## src/rtl/elevator_ctrl_n.sv

```systemverilog
// elevator_ctrl_n: parametrised N-floor elevator controller.
// Latches floor calls and schedules them SCAN-style (keep direction while calls
// lie ahead, otherwise reverse). Door dwell and floor travel are timed in 'tick'
// units. Occupancy is counted while the door is open, and overload holds the door.
// Optional feature macro: ELEV_PARK_EN (return an idle car to floor 0).
module elevator_ctrl_n #(
    parameter int  FLOORS     = 4,
    parameter int  MOVE_TICKS = 2,
    parameter int  DOOR_TICKS = 3,
    parameter int  CAPACITY   = 5,
    parameter int  PARK_TICKS = 8,
    localparam int FLOOR_W    = $clog2(FLOORS),
    localparam int CNT_W      = $clog2(CAPACITY + 2)
) (
    input  logic               clk,
    input  logic               reset,
    input  logic               tick,
    input  logic [FLOORS-1:0]  call_req,
    input  logic               up,
    input  logic               down,
    output logic [FLOOR_W-1:0] floor,
    output logic               dir_up,
    output logic               moving,
    output logic               door_open,
    output logic [CNT_W-1:0]   count,
    output logic               alarm,
    output logic [FLOORS-1:0]  pending
);
    localparam int MT_W = $clog2(MOVE_TICKS + 1);
    localparam int DT_W = $clog2(DOOR_TICKS + 1);
    localparam logic [MT_W-1:0]    MOVE_LAST = MT_W'(MOVE_TICKS - 1);
    localparam logic [DT_W-1:0]    DOOR_LAST = DT_W'(DOOR_TICKS - 1);
    localparam logic [DT_W-1:0]    DOOR_END  = DT_W'(DOOR_TICKS);
    localparam logic [FLOOR_W-1:0] TOP_FLOOR = FLOOR_W'(FLOORS - 1);
    localparam logic [CNT_W-1:0]   CNT_CAP   = CNT_W'(CAPACITY);
    localparam logic [CNT_W-1:0]   CNT_MAX   = CNT_W'(CAPACITY + 1);

    // Reject out-of-range parameters at elaboration.
    if (FLOORS < 2 || FLOORS > 16 || MOVE_TICKS < 1 || DOOR_TICKS < 1 ||
        CAPACITY < 1 || PARK_TICKS < 1) begin : g_param_check
        $error("elevator_ctrl_n: parameter out of range");
    end

    typedef enum logic [1:0] {
        S_IDLE = 2'd0,
        S_MOVE = 2'd1,
        S_DOOR = 2'd2
    } state_t;

    state_t             state_q, state_d;
    logic [FLOOR_W-1:0] floor_q, floor_d;
    logic               dir_up_q, dir_up_d;
    logic               moving_q, moving_d;
    logic               door_open_q, door_open_d;
    logic [CNT_W-1:0]   count_q, count_d;
    logic [FLOORS-1:0]  pending_q, pending_d;
    logic [MT_W-1:0]    move_tmr_q, move_tmr_d;
    logic [DT_W-1:0]    door_tmr_q, door_tmr_d;

    logic               alarm_s;
    logic               above_s, below_s;
    state_t             sched_state_s;
    logic               sched_dir_s;
    logic [FLOORS-1:0]  sched_clr_s;
    logic [FLOORS-1:0]  clr_s;
    logic [FLOORS-1:0]  call_mask_s;
    logic [FLOOR_W-1:0] next_floor_s;
    logic               at_limit_s;
    logic               door_done_s;
    logic               park_go_s, park_active_s, park_cancel_s;

    assign alarm_s      = (count_q > CNT_CAP);
    assign next_floor_s = dir_up_q ? (floor_q + FLOOR_W'(1)) : (floor_q - FLOOR_W'(1));
    assign at_limit_s   = dir_up_q ? (floor_q == TOP_FLOOR) : (floor_q == '0);
    assign door_done_s  = (door_tmr_q == DOOR_END) || (tick && (door_tmr_q == DOOR_LAST));

`ifdef ELEV_PARK_EN
    localparam int PK_W = $clog2(PARK_TICKS + 1);
    localparam logic [PK_W-1:0] PARK_LAST = PK_W'(PARK_TICKS - 1);

    logic            park_q, park_d;
    logic [PK_W-1:0] idle_cnt_q, idle_cnt_d;
    logic            idle_empty_s;

    assign idle_empty_s  = (state_q == S_IDLE) && (pending_q == '0) && (floor_q != '0);
    assign park_go_s     = idle_empty_s && tick && (idle_cnt_q == PARK_LAST);
    assign park_active_s = park_q;
    assign park_cancel_s = park_q && (state_q == S_MOVE) && (pending_q != '0);

    // Idle tick counter and park flag (flag lives only while the parking move lasts).
    always_comb begin
        if (idle_empty_s && tick) begin
            idle_cnt_d = park_go_s ? '0 : (idle_cnt_q + PK_W'(1));
        end else if (idle_empty_s) begin
            idle_cnt_d = idle_cnt_q;
        end else begin
            idle_cnt_d = '0;
        end
        park_d = park_go_s || (park_q && (state_q == S_MOVE) && (state_d == S_MOVE));
    end

    // Park state registers.
    always_ff @(posedge clk or posedge reset) begin
        if (reset) begin
            park_q     <= 1'b0;
            idle_cnt_q <= '0;
        end else begin
            park_q     <= park_d;
            idle_cnt_q <= idle_cnt_d;
        end
    end
`else
    assign park_go_s     = 1'b0;
    assign park_active_s = 1'b0;
    assign park_cancel_s = 1'b0;
`endif

    // SCAN scheduler: serve this floor, else keep direction, else reverse, else idle.
    always_comb begin
        above_s = 1'b0;
        below_s = 1'b0;
        for (int i = 0; i < FLOORS; i++) begin
            above_s = above_s | (pending_q[i] & (FLOOR_W'(i) > floor_q));
            below_s = below_s | (pending_q[i] & (FLOOR_W'(i) < floor_q));
        end
        sched_clr_s = '0;
        if (pending_q[floor_q]) begin
            sched_state_s = S_DOOR;
            sched_dir_s   = dir_up_q;
            sched_clr_s   = FLOORS'(1) << floor_q;
        end else if (dir_up_q ? above_s : below_s) begin
            sched_state_s = S_MOVE;
            sched_dir_s   = dir_up_q;
        end else if (dir_up_q ? below_s : above_s) begin
            sched_state_s = S_MOVE;
            sched_dir_s   = ~dir_up_q;
        end else begin
            sched_state_s = S_IDLE;
            sched_dir_s   = dir_up_q;
        end
    end

    // Next-state logic: state, floor, direction, timers and serviced-call clears.
    always_comb begin
        state_d    = state_q;
        floor_d    = floor_q;
        dir_up_d   = dir_up_q;
        move_tmr_d = move_tmr_q;
        door_tmr_d = door_tmr_q;
        clr_s      = '0;
        case (state_q)
            S_IDLE: begin
                move_tmr_d = '0;
                door_tmr_d = '0;
                if (park_go_s) begin
                    state_d  = S_MOVE;
                    dir_up_d = 1'b0;
                end else begin
                    state_d  = sched_state_s;
                    dir_up_d = sched_dir_s;
                    clr_s    = sched_clr_s;
                end
            end
            S_MOVE: begin
                door_tmr_d = '0;
                if (park_cancel_s) begin
                    state_d    = S_IDLE;
                    move_tmr_d = '0;
                end else if (tick && (move_tmr_q == MOVE_LAST)) begin
                    move_tmr_d = '0;
                    if (at_limit_s) begin
                        state_d = S_IDLE;
                    end else if (pending_q[next_floor_s]) begin
                        floor_d = next_floor_s;
                        state_d = S_DOOR;
                        clr_s   = FLOORS'(1) << next_floor_s;
                    end else if (park_active_s && (next_floor_s == '0)) begin
                        floor_d = next_floor_s;
                        state_d = S_IDLE;
                    end else begin
                        floor_d = next_floor_s;
                        state_d = S_MOVE;
                    end
                end else if (tick) begin
                    move_tmr_d = move_tmr_q + MT_W'(1);
                end else begin
                    move_tmr_d = move_tmr_q;
                end
            end
            S_DOOR: begin
                move_tmr_d = '0;
                if (call_req[floor_q]) begin
                    door_tmr_d = '0;
                end else if (!alarm_s && door_done_s) begin
                    state_d    = sched_state_s;
                    dir_up_d   = sched_dir_s;
                    clr_s      = sched_clr_s;
                    door_tmr_d = '0;
                end else if (tick && (door_tmr_q != DOOR_END)) begin
                    door_tmr_d = door_tmr_q + DT_W'(1);
                end else begin
                    door_tmr_d = door_tmr_q;
                end
            end
            default: begin
                state_d = S_IDLE;
            end
        endcase
    end

    // Datapath: call latching (own floor ignored while door is open) and occupancy.
    always_comb begin
        call_mask_s = call_req;
        if (state_q == S_DOOR) begin
            call_mask_s[floor_q] = 1'b0;
        end else begin
            call_mask_s = call_req;
        end
        pending_d = (pending_q | call_mask_s) & ~clr_s;
        if ((state_q == S_DOOR) && up && !down && (count_q != CNT_MAX)) begin
            count_d = count_q + CNT_W'(1);
        end else if ((state_q == S_DOOR) && down && !up && (count_q != '0)) begin
            count_d = count_q - CNT_W'(1);
        end else begin
            count_d = count_q;
        end
    end

    // Output decode from the next state so moving/door_open are registered.
    always_comb begin
        moving_d    = (state_d == S_MOVE);
        door_open_d = (state_d == S_DOOR);
    end

    // State register and registered outputs.
    always_ff @(posedge clk or posedge reset) begin
        if (reset) begin
            state_q     <= S_IDLE;
            floor_q     <= '0;
            dir_up_q    <= 1'b1;
            moving_q    <= 1'b0;
            door_open_q <= 1'b0;
            count_q     <= '0;
            pending_q   <= '0;
            move_tmr_q  <= '0;
            door_tmr_q  <= '0;
        end else begin
            state_q     <= state_d;
            floor_q     <= floor_d;
            dir_up_q    <= dir_up_d;
            moving_q    <= moving_d;
            door_open_q <= door_open_d;
            count_q     <= count_d;
            pending_q   <= pending_d;
            move_tmr_q  <= move_tmr_d;
            door_tmr_q  <= door_tmr_d;
        end
    end

    assign floor     = floor_q;
    assign dir_up    = dir_up_q;
    assign moving    = moving_q;
    assign door_open = door_open_q;
    assign count     = count_q;
    assign alarm     = alarm_s;
    assign pending   = pending_q;

endmodule

```

## config.mk

```make
export PLATFORM = sky130hd
export DESIGN_NAME = elevator_ctrl_n
export DESIGN_NICKNAME = d
export VERILOG_FILES = /design/src/rtl/elevator_ctrl_n.sv
export SDC_FILE = /design/constraint.sdc
export NUM_CORES = 1
export LEC_CHECK = 0
export ABC_AREA = 1
export BUFFER_PORTS_ARGS = -buffer_cell sky130_fd_sc_hd__buf_2
export CAP_MARGIN = 20
export CELL_PAD_IN_SITES_DETAIL_PLACEMENT = 0
export CELL_PAD_IN_SITES_GLOBAL_PLACEMENT = 2
export CORE_UTILIZATION = 31
export DETAILED_ROUTE_END_ITERATION = 8
export PLACE_DENSITY_LB_ADDON = 0.12
export SYNTH_ARGS = -nofsm -noshare
export SYNTH_HDL_FRONTEND = slang
export SYNTH_SLANG_ARGS = --single-unit
```

## constraint.sdc

```tcl
create_clock -name clk -period 2.4 [get_ports clk]
set_clock_uncertainty 0.1 [all_clocks]
set_input_delay 0.36 -clock clk [delete_from_list [all_inputs] [get_ports clk]]
set_output_delay 0.36 -clock clk [all_outputs]
set_load 0.005 [all_outputs]
```

# --- Yosys cells after proc, flatten, opt, wreduce, memory -nomap -nowiden ---
# Cells that the tools add are included.
classes:
  n_mux: 44
  bitwise_logic: 21
  div: 0
  n_shift: 2
  mul: 0
  n_addsub: 6
  order_cmp: 12
  n_eq_ne: 14
  reduce_logical: 28
op_table:
  columns: ["op", "n"]
  rows:
  - ["4-bit two-way mux", 7]
  - ["2-bit two-way mux", 12]
  - ["1-bit two-way mux", 14]
  - ["4-bit one-hot mux with 3 select lines", 1]
  - ["1-bit logical AND", 11]
  - ["2-bit equality test, second input constant", 5]
  - ["1-bit AND", 8]
  - ["4-bit AND", 2]
  - ["4-bit NOT", 2]
  - ["2-bit one-hot mux with 2 select lines", 2]
  - ["2-bit nonzero test", 4]
  - ["1-bit by 2-bit << shifter with 4-bit output, first input constant", 2]
  - ["2-bit by 1-bit adder with 2-bit output, second input constant", 3]
  - ["1-bit binary-select mux with 2-bit select", 3]
  - ["2-bit by 1-bit equality test with 1-bit output, second input constant", 3]
  - ["2-bit by 3-bit less-than comparator with 1-bit output, second input constant", 2]
  - ["3-bit two-way mux", 2]
  - ["2-bit inequality test, second input constant", 3]
  - ["3-bit inequality test, second input constant", 2]
  - ["1-bit OR", 6]
  - ["2-bit one-hot mux with 3 select lines", 1]
  - ["3-bit AND reduction", 2]
  - ["1-bit by 2-bit > comparator with 1-bit output, first input constant", 2]
  - ["2-bit > comparator, first input constant", 2]
  - ["18 further kinds", 26]
totals:
  mem_bits_rw: 0
  elab_cells: 136
  romBits: 0
  mem_count: 0
  input_bits: 9
  output_inout_bits: 13
  ff_bits: 18
  latchBits: 0

# --- Logic depth before layout (Yosys ltp) ---
depth:
  ltp_word: 13
  ltp_mapped: 11
  depth_no_buf: 11

# --- Least setup slack after synthesis ---
# No wires, ideal clock.
synth_timing:
  path_type: "register -> register"
  from: "reg floor_q[0], in the netlist floor[0]"
  to: "reg pending_q[1], in the netlist pending[1]"
  setup_slack_ns: 0.601
  required_time_ns: 2.231
  period_less_slack_ns: 1.799
  path_buffers: 1
  stages_incl_launch_ff: 11
  t_arrival_ns: 1.631
  setup_time_ns: 0.069
  cell_sequence: "dfrtp_1 -> buf_4 -> inv_4 -> ha_1 -> xnor2_1 -> nand3_1 -> nand2_2 -> nor2_4 -> nand2_1 -> nand2_1 -> nor2_2"
synth_between:
  elab_chain_len: 10
  word_cells_on_any_way: 32
  cone_classes: "add/sub (2); order compare (2); eq/ne (1); shift (2); mux (18); bitwise (5); reduce/logical (2)"
synth_lines:
  columns: ["item", "line_no", "text"]
  rows:
  - ["start, declared", "51", "logic [FLOOR_W-1:0] floor_q, floor_d;"]
  - ["start signal, assigned", "249", "floor_q <= floor_d;"]
  - ["2-bit by 1-bit subtractor with 2-bit output or 2-bit by 1-bit adder with 2-bit output (tied branches)", "73", "assign next_floor_s = dir_up_q ? (floor_q + FLOOR_W'(1)) : (floor_q - FLOOR_W'(1));"]
  - ["2-bit two-way mux", "73", null]
  - ["1-bit binary-select mux with 2-bit select", "173", "end else if (pending_q[next_floor_s]) begin"]
  - ["1-bit two-way mux (not written as such)", "173", null]
  - ["4-bit two-way mux", "173", null]
  - ["4-bit two-way mux", "171", "if (at_limit_s) begin"]
  - ["4-bit two-way mux", "169", "end else if (tick && (move_tmr_q == MOVE_LAST)) begin"]
  - ["4-bit one-hot mux with 3 select lines", "151", "case (state_q)"]
  - ["4-bit NOT", "219", "pending_d = (pending_q | call_mask_s) & ~clr_s;"]
  - ["4-bit AND *", "219", null]
  - ["net pending_d[1]", "56", "logic [FLOORS-1:0] pending_q, pending_d;"]
  - ["end signal, assigned", "254", "pending_q <= pending_d;"]
  - ["end, declared", "56", null]
# The timed path passes the listed nets; every way through them passes the cells marked *. The select of a mux whose other input is x is not followed.
# A chain may end at the register's enable or synchronous reset.

# --- Worst setup path in the final report ---
layout_timing:
  from: "reg floor_q[0], in the netlist floor[0]"
  to: "reg pending_q[3], in the netlist pending[3]"
# Same word-level chain as after synthesis.

==> results.py <==
metrics = {
    "status": {
        "run_status": "finished clean",
    },
    "clocking": {
        "clock_latency_ps": 250,
        "ctsResizeCount": 0,
        "clkTransAtPathRegs_ps": 80,
        "root_buffer": "clkbuf_8",
        "cts_tree": "yes",
        "cts_sinks": 18,
        "ctsHoldBuffers": 0,
        "clk_path_buf_depth": 2,
        "numCtsBuffers": 3,
        "cts_setup_buffers": 0,
        "cts.htree.levels": 1,
    },
    "logic_synthesis": {
        "synth-edff-count": 0,
        "synth_top_area_frac": 0.3410,
        "synth_area_leader_cell": "dfrtp_1",
        "ys_ff_latch": 18,
        "synthesis.nets": 190,
        "netlist_area_sq_um": 1247,
        "synth_cell_type_count": 23,
        "syn_area_per_cell_sq_um": 7.253,
        "ys_seq_area_frac": 0.3621,
        "yosysWarnings": 0,
        "synth_ff_type": "dfrtp_1",
        "synth_cells": 172,
        "netlist_top_cells_area": "dfrtp_1 34%, nand2_1 15%, ha_1 8.0%",
        "synthArstFlopShare": 1.000,
    },
    "sta": {
        "fin_crit_sh": 0.9013,
        "holdWs_ps": 120.0,
        "slew_headroom": 0.5056,
        "fin_setup_tns_ps": 0,
        "tightest_slew_ps": 740.8,
        "rsz0062_at_grt": "false",
        "drv_slew": 0,
        "timing.fmax_mhz": 462.3,
        "setup_viol": 0,
        "hold_viol_final": 0,
        "fin_crit_ps": 2163,
    },
    "critical_path": {
        "crit_arrival_ps": 2250,
        "critPathKind": "reg -> reg",
        "critPathLaunchType": "register",
        "worst_setup_path_end_kind": "register",
        "worstPathRequired_ps": 2490,
        "cp_max_fo": 13,
    },
    "die": {
        "row_count": 22,
        "die-width_um": 65.44,
        "die_h_um": 65.44,
        "core_sq_um": 3771,
        "ios": 22,
        "start_util": 0.3308,
        "die_area_sq_um": 4282,
    },
    "layout": {
        "stdcell_area_sq_um": 1465,
        "mostFrequentLayoutCell": "nand2_1",
        "syn_to_final_growth_pct": 17.45,
        "drive_gt1_frac": 0.2071,
        "n_antenna_cell": 0,
        "num-nets-final": 217,
        "fin_cells": 246,
        "final_cell_mix": "49 x nand2_1, 21 x buf_2, 20 x inv_1",
    },
    "global_routing": {
        "grt_util_all_layers": 0.1688,
        "grt_pass1_vias": 1131,
        "antenna_found_initial": 0,
        "grt_max_degree": 19,
        "grt_pass1_wl_mm": 5.464,
        "grt_overflow": 0,
    },
    "flow_run": {
        "drv_cap": 0,
    },
    "route": {
        "drt-initial-drc-count": 54,
        "drc": 0,
        "drtAntennaViolNets": 0,
        "num_vias": 1148,
        "drt-pass1-iter-count": 4,
        "wirelength_mm": 3.167,
        "wl_per_cell_um": 12.87,
        "viasPerCell": 4.667,
    },
    "place": {
        "gp_congestion": 0.8555,
        "dpl_cell_area_sq_um": 1420,
        "dp_hpwl_mm": 2.485,
        "place_inst": 242,
        "io_buffers": 21,
    },
    "pwr": {
        "power.leakage_nw": 0.7828,
        "ir_drop_mv": 0.4537,
        "power_density_nw_per_um2": 1109,
        "power_w": 0.001625,
    },
    "min_path": {
        "hold_path_class": "in -> async",
    },
}
==> Yosys cell counts (all sizes together) (2+ instances only) <==
cell   instances
nand2         53
nor2          26
inv           21
dfrtp         17
nand3         16
o21ai         12
ha             8
a21oi          7
xor2           3
nand4          2
==> kinds of logic (layout without fill, tap and decap cells) <==
group | count (synthesis) | after routing | share of synthesized area
flip-flops | 18 | 18 | 0.3621
AO/OA/AOI/OAI | 20 | 20 | 0.08525
buffers and inverters | 22 | 48 | 0.07122
XOR/XNOR | 4 | 4 | 0.03411
AND/OR/NAND/NOR | 99 | 99 | 0.3511
adder cells (fa/ha/maj) | 9 | 9 | 0.09629
==> area by class of cell <==
| class | count | area, sq um |
|---|---|---|
| multi-input cells | 132 | 706.9 |
| well taps | 48 | 60.06 |
| flip-flops and latches | 18 | 451.7 |
| inverters | 21 | 81.33 |
| repair buffers | 23 | 120.1 |
| clock buffers | 4 | 45.04 |
| fillers | 413 | 2306 |
==> path summary, 6_finish.rpt <==
kind	slack (ps)	start	depth (start not counted)	to
worst min-delay path	120	reset	2	count[0]
max in group asynchronous	1600	reset	2	move_tmr_q[0]
min in group clk	300	call_req[1]	3	pending[1]
worst max register to register	240	floor[0]	9	pending[3]
worst max-delay path	240	floor[0]	9	pending[3]
worst min register to register	400	move_tmr_q[1]	2	move_tmr_q[1]
==> metrics by stage <==
stage | worst slack (ps) | util
after floorplan | 600.6 | -
after global placement | 336.3 | 0.3766
after detailed placement | 257.6 | 0.3766
after CTS | 227.4 | 0.3885
after global routing | 107.0 | 0.3885
final | 236.9 | 0.3885
==> worst max-delay path: stages (launching register included) <==
cell	delay, ps
dfrtp_1	640
inv_4	140
ha_1	380
xnor2_1	300
nand3_1	130
nand2_2	150
nor2_4	50
nand2_1	60
nand2_1	60
nor2_2	80
==> registers in the layout (all words and copies together) (netlist names) <==
name and cells:
state_q 2, pending 4, dir_up 1, door_open 1, moving 1, door_tmr_q 2, floor 2, count 3
move_tmr_q 2
==> power by group <==
part | switching, W | internal (W) | total, W | leakage, nW
logic | 0.000542 | 0.000329 | 0.000870 | 0.554
registers | 0.000137 | 0.000399 | 0.000535 | 0.206
clock network | 0.000101 | 0.000118 | 0.000219 | 0.0228
==> layer usage <==
layer / vias to the layer above / track usage / part of all wire
met2: 26 / 0.2745 / 0.47
met4: 0 / 0.05707 / 0.017
met1: 525 / 0.2222 / 0.48
li1: 593 / - / -
met5: - / 0 / 0
met3: 4 / 0.03299 / 0.037
(Power assumes the default switching activity.)
